==> config.mk <==
export PLATFORM = sky130hd
export DESIGN_NAME = demokit_mixer
export DESIGN_NICKNAME = d
export VERILOG_FILES = /design/src/rtl/demokit_mixer.sv
export SDC_FILE = /design/constraint.sdc
export NUM_CORES = 1
export LEC_CHECK = 0
export BUFFER_PORTS_ARGS = -buffer_cell sky130_fd_sc_hd__buf_4
export CORE_ASPECT_RATIO = 0.9
export CORE_MARGIN = 3
export CORE_UTILIZATION = 60
export CTS_CLUSTER_DIAMETER = 150
export DETAILED_ROUTE_END_ITERATION = 7
export PLACE_DENSITY_LB_ADDON = 0.3
export SLEW_MARGIN = 15
export SYNTH_ARGS = -nofsm -noshare
export SYNTH_HDL_FRONTEND = slang
export SYNTH_SLANG_ARGS = --single-unit
==> constraint.sdc <==
create_clock -name clk -period 6.1 [get_ports clk]
set_input_delay 0.61 -clock clk [delete_from_list [all_inputs] [get_ports clk]]
set_output_delay 0.61 -clock clk [all_outputs]
set_load 0.02 [all_outputs]
==> src/rtl/demokit_mixer.sv <==
// demokit_mixer: pipelined N-channel combiner (wrap sum, saturating sum, XOR, max)
// with an optional running accumulator that blends successive samples.
// Pipeline: input register -> reduction register -> combine/format/output register.
module demokit_mixer #(
  parameter int WIDTH    = 8,
  parameter int CHANNELS = 4
) (
  input  logic                      clk,
  input  logic                      rst,
  input  logic                      in_valid,
  input  logic [CHANNELS*WIDTH-1:0] in_data,
  input  logic [1:0]                mode,
  input  logic                      acc_en,
  input  logic                      acc_clr,
  output logic                      out_valid,
  output logic [WIDTH-1:0]          out_data,
  output logic                      out_ovf
);

  // Reduction width holds the full-precision channel sum; one more bit holds acc + sum.
  localparam int SW = WIDTH + $clog2(CHANNELS);
  localparam int VW = SW + 1;
  localparam logic [WIDTH-1:0] MAXV = '1;

  typedef enum logic [1:0] {M_WRAP = 2'b00, M_SAT = 2'b01, M_XOR = 2'b10, M_MAX = 2'b11} mode_e;

  // Valid bit travels alongside the data; bit 2 is the registered out_valid.
  logic [2:0] r_vld_pipe;

  logic [CHANNELS-1:0][WIDTH-1:0] r1_data;
  mode_e                          r1_mode;
  logic                           r1_en, r1_clr;

  logic [SW-1:0] r2_red;
  mode_e         r2_mode;
  logic          r2_en, r2_clr;

  logic [WIDTH-1:0] r_acc;
  logic [WIDTH-1:0] r_out_data;
  logic             r_out_ovf;

  logic [SW-1:0]    w_sum;
  logic [WIDTH-1:0] w_xor, w_max;
  logic [SW-1:0]    w_red;
  logic [WIDTH-1:0] w_a;
  logic [VW-1:0]    w_v;
  logic             w_big;
  logic [WIDTH-1:0] w_fmt;
  logic             w_fmt_ovf;

  assign out_valid = r_vld_pipe[2];
  assign out_data  = r_out_data;
  assign out_ovf   = r_out_ovf;

  // Stage 1: capture the sample and its controls every cycle.
  always_ff @(posedge clk) begin
    if (rst) begin
      r1_data <= '0;
      r1_mode <= M_WRAP;
      r1_en   <= 1'b0;
      r1_clr  <= 1'b0;
    end else begin
      r1_data <= in_data;
      r1_mode <= mode_e'(mode);
      r1_en   <= acc_en;
      r1_clr  <= acc_clr;
    end
  end

  // Reduce all channels at full precision for the sample's own mode.
  always_comb begin
    w_sum = '0;
    w_xor = '0;
    w_max = '0;
    for (int k = 0; k < CHANNELS; k++) begin
      w_sum = w_sum + SW'(r1_data[k]);
      w_xor = w_xor ^ r1_data[k];
      if (r1_data[k] > w_max) w_max = r1_data[k];
    end
    case (r1_mode)
      M_XOR:   w_red = SW'(w_xor);
      M_MAX:   w_red = SW'(w_max);
      default: w_red = w_sum;
    endcase
  end

  // Stage 2: hold the reduction with its controls.
  always_ff @(posedge clk) begin
    if (rst) begin
      r2_red  <= '0;
      r2_mode <= M_WRAP;
      r2_en   <= 1'b0;
      r2_clr  <= 1'b0;
    end else begin
      r2_red  <= w_red;
      r2_mode <= r1_mode;
      r2_en   <= r1_en;
      r2_clr  <= r1_clr;
    end
  end

  // Blend with the accumulator (clear wins) and format to WIDTH bits.
  always_comb begin
    w_a = r2_clr ? '0 : r_acc;
    w_v = VW'(r2_red);
    if (r2_en) begin
      case (r2_mode)
        M_XOR:   w_v = VW'(w_a) ^ VW'(r2_red);
        M_MAX:   w_v = (VW'(w_a) > VW'(r2_red)) ? VW'(w_a) : VW'(r2_red);
        default: w_v = VW'(w_a) + VW'(r2_red);
      endcase
    end
    w_big     = w_v > VW'(MAXV);
    w_fmt     = w_v[WIDTH-1:0];
    w_fmt_ovf = 1'b0;
    case (r2_mode)
      M_WRAP:  w_fmt_ovf = w_big;
      M_SAT: begin
        w_fmt     = w_big ? MAXV : w_v[WIDTH-1:0];
        w_fmt_ovf = w_big;
      end
      default: w_fmt_ovf = 1'b0;
    endcase
  end

  // Output stage: publish valid results, hold otherwise; accumulator follows the output.
  always_ff @(posedge clk) begin
    if (rst) begin
      r_vld_pipe <= '0;
      r_out_data <= '0;
      r_out_ovf  <= 1'b0;
      r_acc      <= '0;
    end else begin
      r_vld_pipe <= {r_vld_pipe[1:0], in_valid};
      if (r_vld_pipe[1]) begin
        r_out_data <= w_fmt;
        r_out_ovf  <= w_fmt_ovf;
        r_acc      <= w_fmt;
      end else if (r2_clr) begin
        r_acc <= '0;
      end
    end
  end

endmodule
==> flow_summary.ini, run 1 <==
[timing]
rsz0062_at_grt = false
setup_slack_ps = 588
maxSlewHeadroom_pct = 45.2
hold_violations = 0
skew_ps = 8.32
finalSetupTns_ps = 0
worst_pin_slew_ps = 819
whs_ps = 444
layout_worst_path_cycle_share_pct = 90.4
fmaxAchievable_mhz = 181
setup_viol = 0
slew_violations = 0
period_needed_ps = 5510

[layout]
regArea_um2 = 1400
synthToLayoutAreaGrowth_pct = 13.6
antenna-diode-count = 0
drive_above_1_share_pct = 14.8
fillers = 603
fin_nets = 663
layout.cells.non_filler = 656
multiInputGateArea_um2 = 3100

[synthesis]
syn_nets = 622
ys_ff_latch = 70
yosysTopAreaCell = dfxtp_1
synthCells = 514
synth_top_family_by_area = adder cells
synth-edff-count = 0
yosys_most_used_dff = dfxtp_1
synthMuxAreaShare_pct = 3.16
yosysSeqAreaShare_pct = 29.7
synthArstFlopShare_pct = 0
yosys.area_share.adder_pct = 21.0
yosys_warnings = 0
synth_area_um2 = 4720
synth_top_area_share_pct = 29.7
synth.avg_cell_area_um2 = 9.18
yosys.area_share.simple_pct = 19.3
yosys-top-cells-area = dfxtp_1, ha_1, nor2b_1
ys_types = 69
synth_compound_area_share_pct = 20.2
synth-xor-area-share_pct = 2.04

[setup_path]
crit_buf_inv = 1
crit_fanout = 13
crit_family = simple AND/OR/NAND/NOR gates
crit_chain = inv_1 -> ha_1 -> and4_1 -> o2bb2ai_1 -> a31oi_4 -> mux2_2 -> ha_1 -> nand2_1 -> nor3_1 -> a21oi_1 -> nor2_1 -> nor2_1 -> or2_2 -> ha_1 -> a21o_1 -> a21oi_1 -> o2111ai_1 -> and2_1 -> a311oi_1 -> o31ai_1
ff2ff_path_depth = 20
cp_common_cell = ha_1
crit_end = r2_red[6]$_SDFF_PP0_
reg2reg_slack_ps = 590
worstPathRequired_ps = 6330
endpoint_kind = flop
r2r_end = r2_red[6]$_SDFF_PP0_
max_stage_delay_ps = 670
crit_arrival_ps = 5740
critical-path-slowest-cell = nor2_1
crit_type = reg2reg
r2r_start = r1_data[1]$_SDFF_PP0_
startpoint = r1_data[1]$_SDFF_PP0_
crit_cells = 20
start_kind = flop

[placed_design]
hpwlAfterDp_um = 8950
dp_slack_ps = 795
routabilityCongestion = 0.965
dp.cells = 640
io_buffers = 48

[grt]
grt_pass1_vias = 3968
grt-ovfl-total = 0
grt_pass1_wl_um = 19700
grt_util_all_layers_pct = 27.3
grt_max_degree = 76
antenna_found_initial = 0

[clock_tree]
cts_tree = yes
ctsResizeCount = 0
cts-buffers-inserted = 9
clock_path_buffers = 2
cts_setup_buffers = 0
root_buffer = clkbuf_8
path_clk_slew_ps = 90
clock_latency_ps = 350
ctsHoldBuffers = 0
cts.sinks = 70
cts-htree-levels = 3

[drt]
drt.antenna.violating_nets = 0
drc_errors = 0
drtIter0Drc = 360
first_pass_iters = 5
wl_per_cell_um = 18.3
viasPerCell = 6.24
routed-via-count = 4096
routed_wl_um = 12000

[die]
start_util_pct = 62.2
die_area_um2 = 8960
core.rowCount = 30
pin_count = 49
core_area_um2 = 7580
die_h_um = 90.1
dieWidth_um = 99.5

[run_status]
status = complete, no violations

[hold_path]
hold_depth = 1
hold_path_class = reg2reg

[pwr]
cellPowerDensity_nw_per_um2 = 274
leakage_uw = 0.00226
max-vdd-ir-drop_uv = 224
power_uw = 1470

[job]
drv_cap = 0
[synthesized netlist by cell type (3+ instances only)]
cell type,count
nand3_1,12
inv_1,38
a21o_1,8
o211ai_1,4
fa_1,17
o22ai_1,4
nor2_1,30
o41ai_1,3
clkbuf_1,16
nor2b_1,55
o21bai_1,5
nor4_1,3
o32ai_1,3
o31ai_1,3
o2111ai_1,4
o21ai_0,12
a211oi_1,12
and2_1,4
or3_1,3
a311oi_1,3
dfxtp_1,70
xnor2_1,9
a211o_1,3
a21oi_1,23
nand2_1,21
nor3_1,15
ha_1,52
mux2i_1,7
a31oi_1,8
mux2_2,7
o21ai_1,4
a221oi_1,3
nand2b_1,5
[power by group]
part           internal, uW  switching (uW)  leakage (uW)  total, uW
Sequential              492            43.6      0.000579        535
Combinational           219             278       0.00157        497
Clock                   237             200      0.000112        437
Total                   947             521       0.00226       1470
[cell type report]
type                       count  area share (%)
inverter                      39            2.73
multi-input combinational    387            57.9
clock inverter                 7            1.96
sequential                    70            26.2
clock buffer                   9            2.31
timing repair buffer          48            6.73
tap                           96            2.24
[worst min path at each step]
stage | to | slack [ps] | from
after floorplan | r2_clr$_SDFF_PP0_ | 410 | r1_clr$_SDFF_PP0_
after global placement | r2_clr$_SDFF_PP0_ | 420 | r1_clr$_SDFF_PP0_
after detailed placement | r2_en$_SDFF_PP0_ | 430 | r1_en$_SDFF_PP0_
after CTS | r2_en$_SDFF_PP0_ | 450 | r1_en$_SDFF_PP0_
after global routing | r1_data[2]$_SDFF_PP0_ | 460 | in_data[2]
final | r2_en$_SDFF_PP0_ | 440 | r1_en$_SDFF_PP0_
[sequential cells by signal, indices dropped and copies added (netlist names), 2 cells and up]
signal,cells
r2_red,10
r2_mode,2
r_acc,8
r_vld_pipe,3
r1_mode,2
r1_data,32
out_data,8
[kinds of logic (layout without fill, tap and decap cells)]
kind of cell,Yosys count,in the layout
AOI/OAI and AO/OA,127,127
xor gates and xnor gates,11,11
adders and majority gates,69,69
buffers and inverters,57,103
DFF,70,70
muxes,14,14
and+or+nand+nor,166,166
[layout by cell type (no fill, tap or decap), drive strengths merged, types with 3 or more instances in the layout]
master	netlist	final
clkbuf	16	9
a31oi	9	9
a211oi	12	12
nor4	3	3
nor2	31	31
a21o	8	8
inv	38	41
o21bai	5	5
o41ai	3	3
and4	3	3
and2	5	5
nor2b	55	55
ha	52	52
o32ai	3	3
o22ai	4	4
dfxtp	70	70
o21ai	16	16
a311oi	5	5
fa	17	17
o2111ai	4	4
buf	2	48
nand3	12	12
o31ai	3	3
a221oi	3	3
nand2b	5	5
nor3	15	15
mux2i	7	7
or3	3	3
mux2	7	7
nand2	21	21
o211ai	4	4
a21oi	23	23
a211o	3	3
xnor2	9	9
[routing by layer]
layer	vias to the layer above	GRT usage, %	wire, um
met2	228	40.3	5240
met1	1906	39.8	5340
met3	31	6.21	1160
li1	1931	-	-
met4	0	7.96	232
met5	-	0	0
[through the flow]
| step | area, um2 | util [%] |
|---|---|---|
| 6_report | 5360 | 70.7 |
| 5_1_grt | 5360 | 70.7 |
| 4_1_cts | 5360 | 70.7 |
| 3_5_place_dp | 5130 | 67.6 |
| 3_3_place_gp | 5130 | 67.6 |
| 2_1_floorplan | 4720 | - |
[worst reg2reg max path, stage by stage, from the launching register on]
cell and delay, ps:
dfxtp_1 420, inv_1 80, ha_1 310, and4_1 180, o2bb2ai_1 150, a31oi_4 370, mux2_2 420, ha_1 310
nand2_1 80, nor3_1 270, a21oi_1 150, nor2_1 670, nor2_1 130, or2_2 330, ha_1 290, a21o_1 180
a21oi_1 200, o2111ai_1 160, and2_1 260, a311oi_1 310, o31ai_1 120
Power figures use the tool's default switching activity.
==> run 2, diff against run 1 <==
MAX_ROUTING_LAYER = met4   (was unset)
==> run 2 against run 1 <==
  * Combinational power is 1% lower
  * Cell count did not move
  * Critical path depth is the same
  * Critical endpoint unchanged
  * Utilization unchanged
  * Worst setup slack improved by 79 ps
  * Hold slack improved by 5.2 ps
==> flow_summary.ini, run 2 (synthesized netlist as in run 1, its figures left out) <==
[run_status]
status = complete, no violations

[placed_design]
hpwlAfterDp_um = 9060
io_buffers = 48
routabilityCongestion = 0.972

[timing]
period_needed_ps = 5430
slew_violations = 0
hold_violations = 0
layout_worst_path_cycle_share_pct = 89.1
fmaxAchievable_mhz = 184
finalSetupTns_ps = 0
worst_pin_slew_ps = 849
skew_ps = 9.86
rsz0062_at_grt = false
maxSlewHeadroom_pct = 43.2
setup_viol = 0

[die]
die_area_um2 = 8960
start_util_pct = 62.2
dieWidth_um = 99.5
core.rowCount = 30
die_h_um = 90.1
pin_count = 49
core_area_um2 = 7580

[clock_tree]
ctsHoldBuffers = 0
ctsResizeCount = 0
clock_latency_ps = 360
root_buffer = clkbuf_8
cts_tree = yes
cts_setup_buffers = 0
clock_path_buffers = 2
cts-buffers-inserted = 9
path_clk_slew_ps = 90
cts-htree-levels = 3
cts.sinks = 70

[hold_path]
hold_path_class = reg2reg
hold_depth = 1

[layout]
fin_nets = 663
drive_above_1_share_pct = 14.8
finish.utilization_pct = 70.7
fillers = 596
final_cell_mix = dfxtp_1, nor2b_1, ha_1, buf_4, inv_1
synthToLayoutAreaGrowth_pct = 13.6
reg_top3 = r1_data: 32 flops, r2_red: 10 flops
largest_reg_flops = 32
antenna-diode-count = 0
final_common_cell = dfxtp_1
regMostFlops = r1_data

[pwr]
leakage_uw = 0.00226
cellPowerDensity_nw_per_um2 = 274
max-vdd-ir-drop_uv = 202

[setup_path]
crit_fanout = 13
crit_type = reg2reg
crit_chain = inv_1 -> ha_1 -> and4_1 -> o2bb2ai_1 -> a31oi_4 -> mux2_2 -> ha_1 -> nand2_1 -> nor3_1 -> a21oi_1 -> nor2_1 -> nor2_1 -> or2_2 -> ha_1 -> a21o_1 -> a21oi_1 -> o2111ai_1 -> and2_1 -> a311oi_1 -> o31ai_1
start_kind = flop
ff2ff_path_depth = 20
critical-path-slowest-cell = nor2_1
max_stage_delay_ps = 690
worstPathRequired_ps = 6330
endpoint_kind = flop
crit_arrival_ps = 5660
crit_cells = 20
cp_common_cell = ha_1
crit_buf_inv = 1
crit_family = simple AND/OR/NAND/NOR gates

[drt]
drc_errors = 0
wl_per_cell_um = 18.1
first_pass_iters = 5
drtIter0Drc = 480
routed-via-count = 4072
viasPerCell = 6.21
drt.antenna.violating_nets = 0
routed_wl_um = 11900

[grt]
grt_max_degree = 76
grt_pass1_wl_um = 19400
grt_pass1_vias = 3945
grt_util_all_layers_pct = 27.9
antenna_found_initial = 0
grt-ovfl-total = 0

[job]
drv_cap = 0
run 2: layout make-up:
type	instances	area (um2)	area share (%)
Timing Repair Buffer	48	360	6.73
Clock buffer	9	124	2.31
Sequential cell	70	1400	26.2
Clock inverter	7	105	1.96
Multi-Input combinational cell	387	3100	57.9
Inverter	39	146	2.73
Tap cell	96	120	2.24
run 2: worst reg2reg max path, stage by stage (launching register included):
cell	delay (ps)
dfxtp_1	400
inv_1	60
ha_1	310
and4_1	200
o2bb2ai_1	150
a31oi_4	360
mux2_2	420
ha_1	280
nand2_1	80
nor3_1	250
a21oi_1	140
nor2_1	690
nor2_1	120
or2_2	340
ha_1	300
a21o_1	180
a21oi_1	190
o2111ai_1	160
and2_1	270
a311oi_1	300
o31ai_1	120
run 2: worst paths after layout:
kind	start	to	slack, ps
worst max register to register	r1_data[6]$_SDFF_PP0_	r2_red[6]$_SDFF_PP0_	670
worst min-delay path	r1_en$_SDFF_PP0_	r2_en$_SDFF_PP0_	450
worst min register to register	r1_en$_SDFF_PP0_	r2_en$_SDFF_PP0_	450
worst max-delay path	r1_data[6]$_SDFF_PP0_	r2_red[6]$_SDFF_PP0_	670
run 2: layer usage:
metal | vias to the layer above | share of wire, % | GRT usage, %
li1 | 1943 | - | -
met1 | 1896 | 45 | 39.0
met2 | 207 | 43 | 39.5
met3 | 26 | 9.9 | 6.75
met4 | 0 | 2.1 | 9.22
met5 | - | 0 | -
run 2: per-stage QoR:
step / hold slack [ps] / cells / worst slack, ps / cell area [um2] / power, uW
6_report: 449 / 656 / 667 / 5360 / 1470
3_3_place_gp: 417 / 640 / 947 / 5130 / 1000
4_1_cts: 452 / 656 / 727 / 5360 / 1460
2_1_floorplan: 414 / 514 / 1410 / 4720 / 898
5_1_grt: 461 / 656 / 252 / 5360 / 1550
3_5_place_dp: 433 / 640 / 771 / 5130 / 1020
run 2: power breakdown:
part	switching (uW)	total, uW	internal (uW)
Sequential	44.9	537	492
Combinational	274	492	218
Clock	202	439	237
Total	521	1470	947
==> run 3, diff against run 2 <==
CORE_ASPECT_RATIO = 1.75   (was 0.9)
REMOVE_ABC_BUFFERS = 1   (was unset)
clock period = 5.5 ns   (was 6.1 ns; I/O delays follow)
==> run 3 against run 2 <==
  * Power grew 18%
  * Via count decreased by 2.3%
  * Clock power up 34%
  * Global-route usage rose by 1.9 points
  * Sequential power up 9.9%
  * Critical endpoint unchanged
  * Cell count decreased by 1.1%
  * Utilization up 0.57 points
  * Count of clock-buffer cells in the layout grew 2
==> flow_summary.ini, run 3 (synthesized netlist as in run 1, its figures left out) <==
[run_status]
status = complete, no violations

[timing]
maxSlewHeadroom_pct = 51.3
hold_violations = 0
worst_pin_slew_ps = 730
layout_worst_path_cycle_share_pct = 91.0
whs_ps = 420
period_needed_ps = 5010
rsz0062_at_grt = false
finalSetupTns_ps = 0
slew_violations = 0
setup_viol = 0
fmaxAchievable_mhz = 200
skew_ps = 5.43

[setup_path]
crit_buf_inv = 2
reg2reg_slack_ps = 490
max_stage_delay_ps = 430
crit_type = reg2reg
cp_common_cell = ha_1
worstPathRequired_ps = 5710
critical-path-slowest-cell = mux2_2
crit_arrival_ps = 5220
crit_chain = inv_1 -> ha_1 -> and4_1 -> o2bb2ai_1 -> a31oi_4 -> mux2_2 -> ha_1 -> nor2b_1 -> o21bai_1 -> a21oi_1 -> nor2_1 -> buf_4 -> and2_1 -> or2_2 -> ha_1 -> a21o_1 -> a21oi_1 -> o2111ai_1 -> and2_1 -> a311oi_1 -> o31ai_1
endpoint_kind = flop
start_kind = flop
crit_fanout = 13
crit_family = compound AO/OA/AOI/OAI gates

[clock_tree]
cts.sinks = 70
ctsResizeCount = 0
clock_path_buffers = 2
cts-buffers-inserted = 9
ctsHoldBuffers = 0
cts_tree = yes
cts_setup_buffers = 0
path_clk_slew_ps = 60
cts-htree-levels = 3
root_buffer = clkbuf_16
clock_latency_ps = 340

[die]
dieWidth_um = 73.0
pin_count = 49
core_area_um2 = 7620
core.rowCount = 42
start_util_pct = 61.9
die_area_um2 = 9000
die_h_um = 123

[drt]
routed-via-count = 3977
first_pass_iters = 4
drtIter0Drc = 225
wl_per_cell_um = 18.9
routed_wl_um = 12300
drt.antenna.violating_nets = 0
drc_errors = 0
viasPerCell = 6.13

[grt]
grt_max_degree = 76
grt_pass1_vias = 4068
grt_pass1_wl_um = 19500
antenna_found_initial = 0
grt_util_all_layers_pct = 29.7
grt-ovfl-total = 0

[layout]
reg_top3 = r1_data: 32 flops, r2_red: 10 flops
finish.utilization_pct = 71.2
fin_nets = 664
antenna-diode-count = 0
multiInputGateArea_um2 = 3100
drive_above_1_share_pct = 14.8
regArea_um2 = 1400
final_cell_mix = dfxtp_1, nor2b_1, ha_1, buf_4, inv_1
regMostFlops = r1_data
fin_area_um2 = 5430
fillers = 589
largest_reg_flops = 32
layout.cells.non_filler = 649
final_common_cell = dfxtp_1
synthToLayoutAreaGrowth_pct = 15.1

[pwr]
max-vdd-ir-drop_uv = 226
cellPowerDensity_nw_per_um2 = 318
leakage_uw = 0.00230

[placed_design]
place_area_um2 = 5130
hpwlAfterDp_um = 9600
routabilityCongestion = 0.955
io_buffers = 48
dp.cells = 633

[job]
drv_cap = 0

[hold_path]
hold_path_class = in2reg
[run 3: layout make-up]
type | instances | area share, %
clock buffer | 11 | 4.47
clock inverter | 5 | 1.08
inverter | 39 | 2.70
multi-input combinational | 387 | 57.1
sequential | 70 | 25.8
tap | 88 | 2.03
timing repair buffer | 49 | 6.78
[run 3: through the flow]
step | total power (uW) | worst slack, ps
2_1_floorplan | 984 | 900
3_3_place_gp | 1130 | 774
3_5_place_dp | 1140 | 611
4_1_cts | 1730 | 541
5_1_grt | 1820 | 232
6_report | 1730 | 493
[run 3: metal layers]
metal  share of wire [%]  routed length [um]  global-route usage (%)  up-vias
li1                    -                   -                       -     1939
met1                  34                4210                    26.5     1899
met2                  59                7220                    57.0       90
met3                 2.2                 270                    4.88       49
met4                 4.8                 592                    16.3        0
met5                   0                   0                       -        -
[run 3: worst reg2reg max path, delay by kind of cell (launching register included)]
family                     cells  cell delay [ps]
AOI/OAI and AO/OA              9             1830
and+or+nand+nor                6             1210
buffers and inverters          2              250
DFF                            1              380
adders and majority gates      3              800
muxes                          1              430
[run 3: final timing paths]
path / startpoint / to / cells after the start
hold reg to reg: r_vld_pipe[0]$_SDFF_PP0_ / r_vld_pipe[1]$_SDFF_PP0_ / 1
setup / recovery: r1_data[6]$_SDFF_PP0_ / r2_red[6]$_SDFF_PP0_ / 21
setup reg to reg: r1_data[6]$_SDFF_PP0_ / r2_red[6]$_SDFF_PP0_ / 21
hold / removal: in_data[26] / r1_data[26]$_SDFF_PP0_ / 2
[run 3: power by group]
group	switching [uW]	internal, uW
clock	226	363
sequential	43.7	546
combinational	304	244
total	573	1150
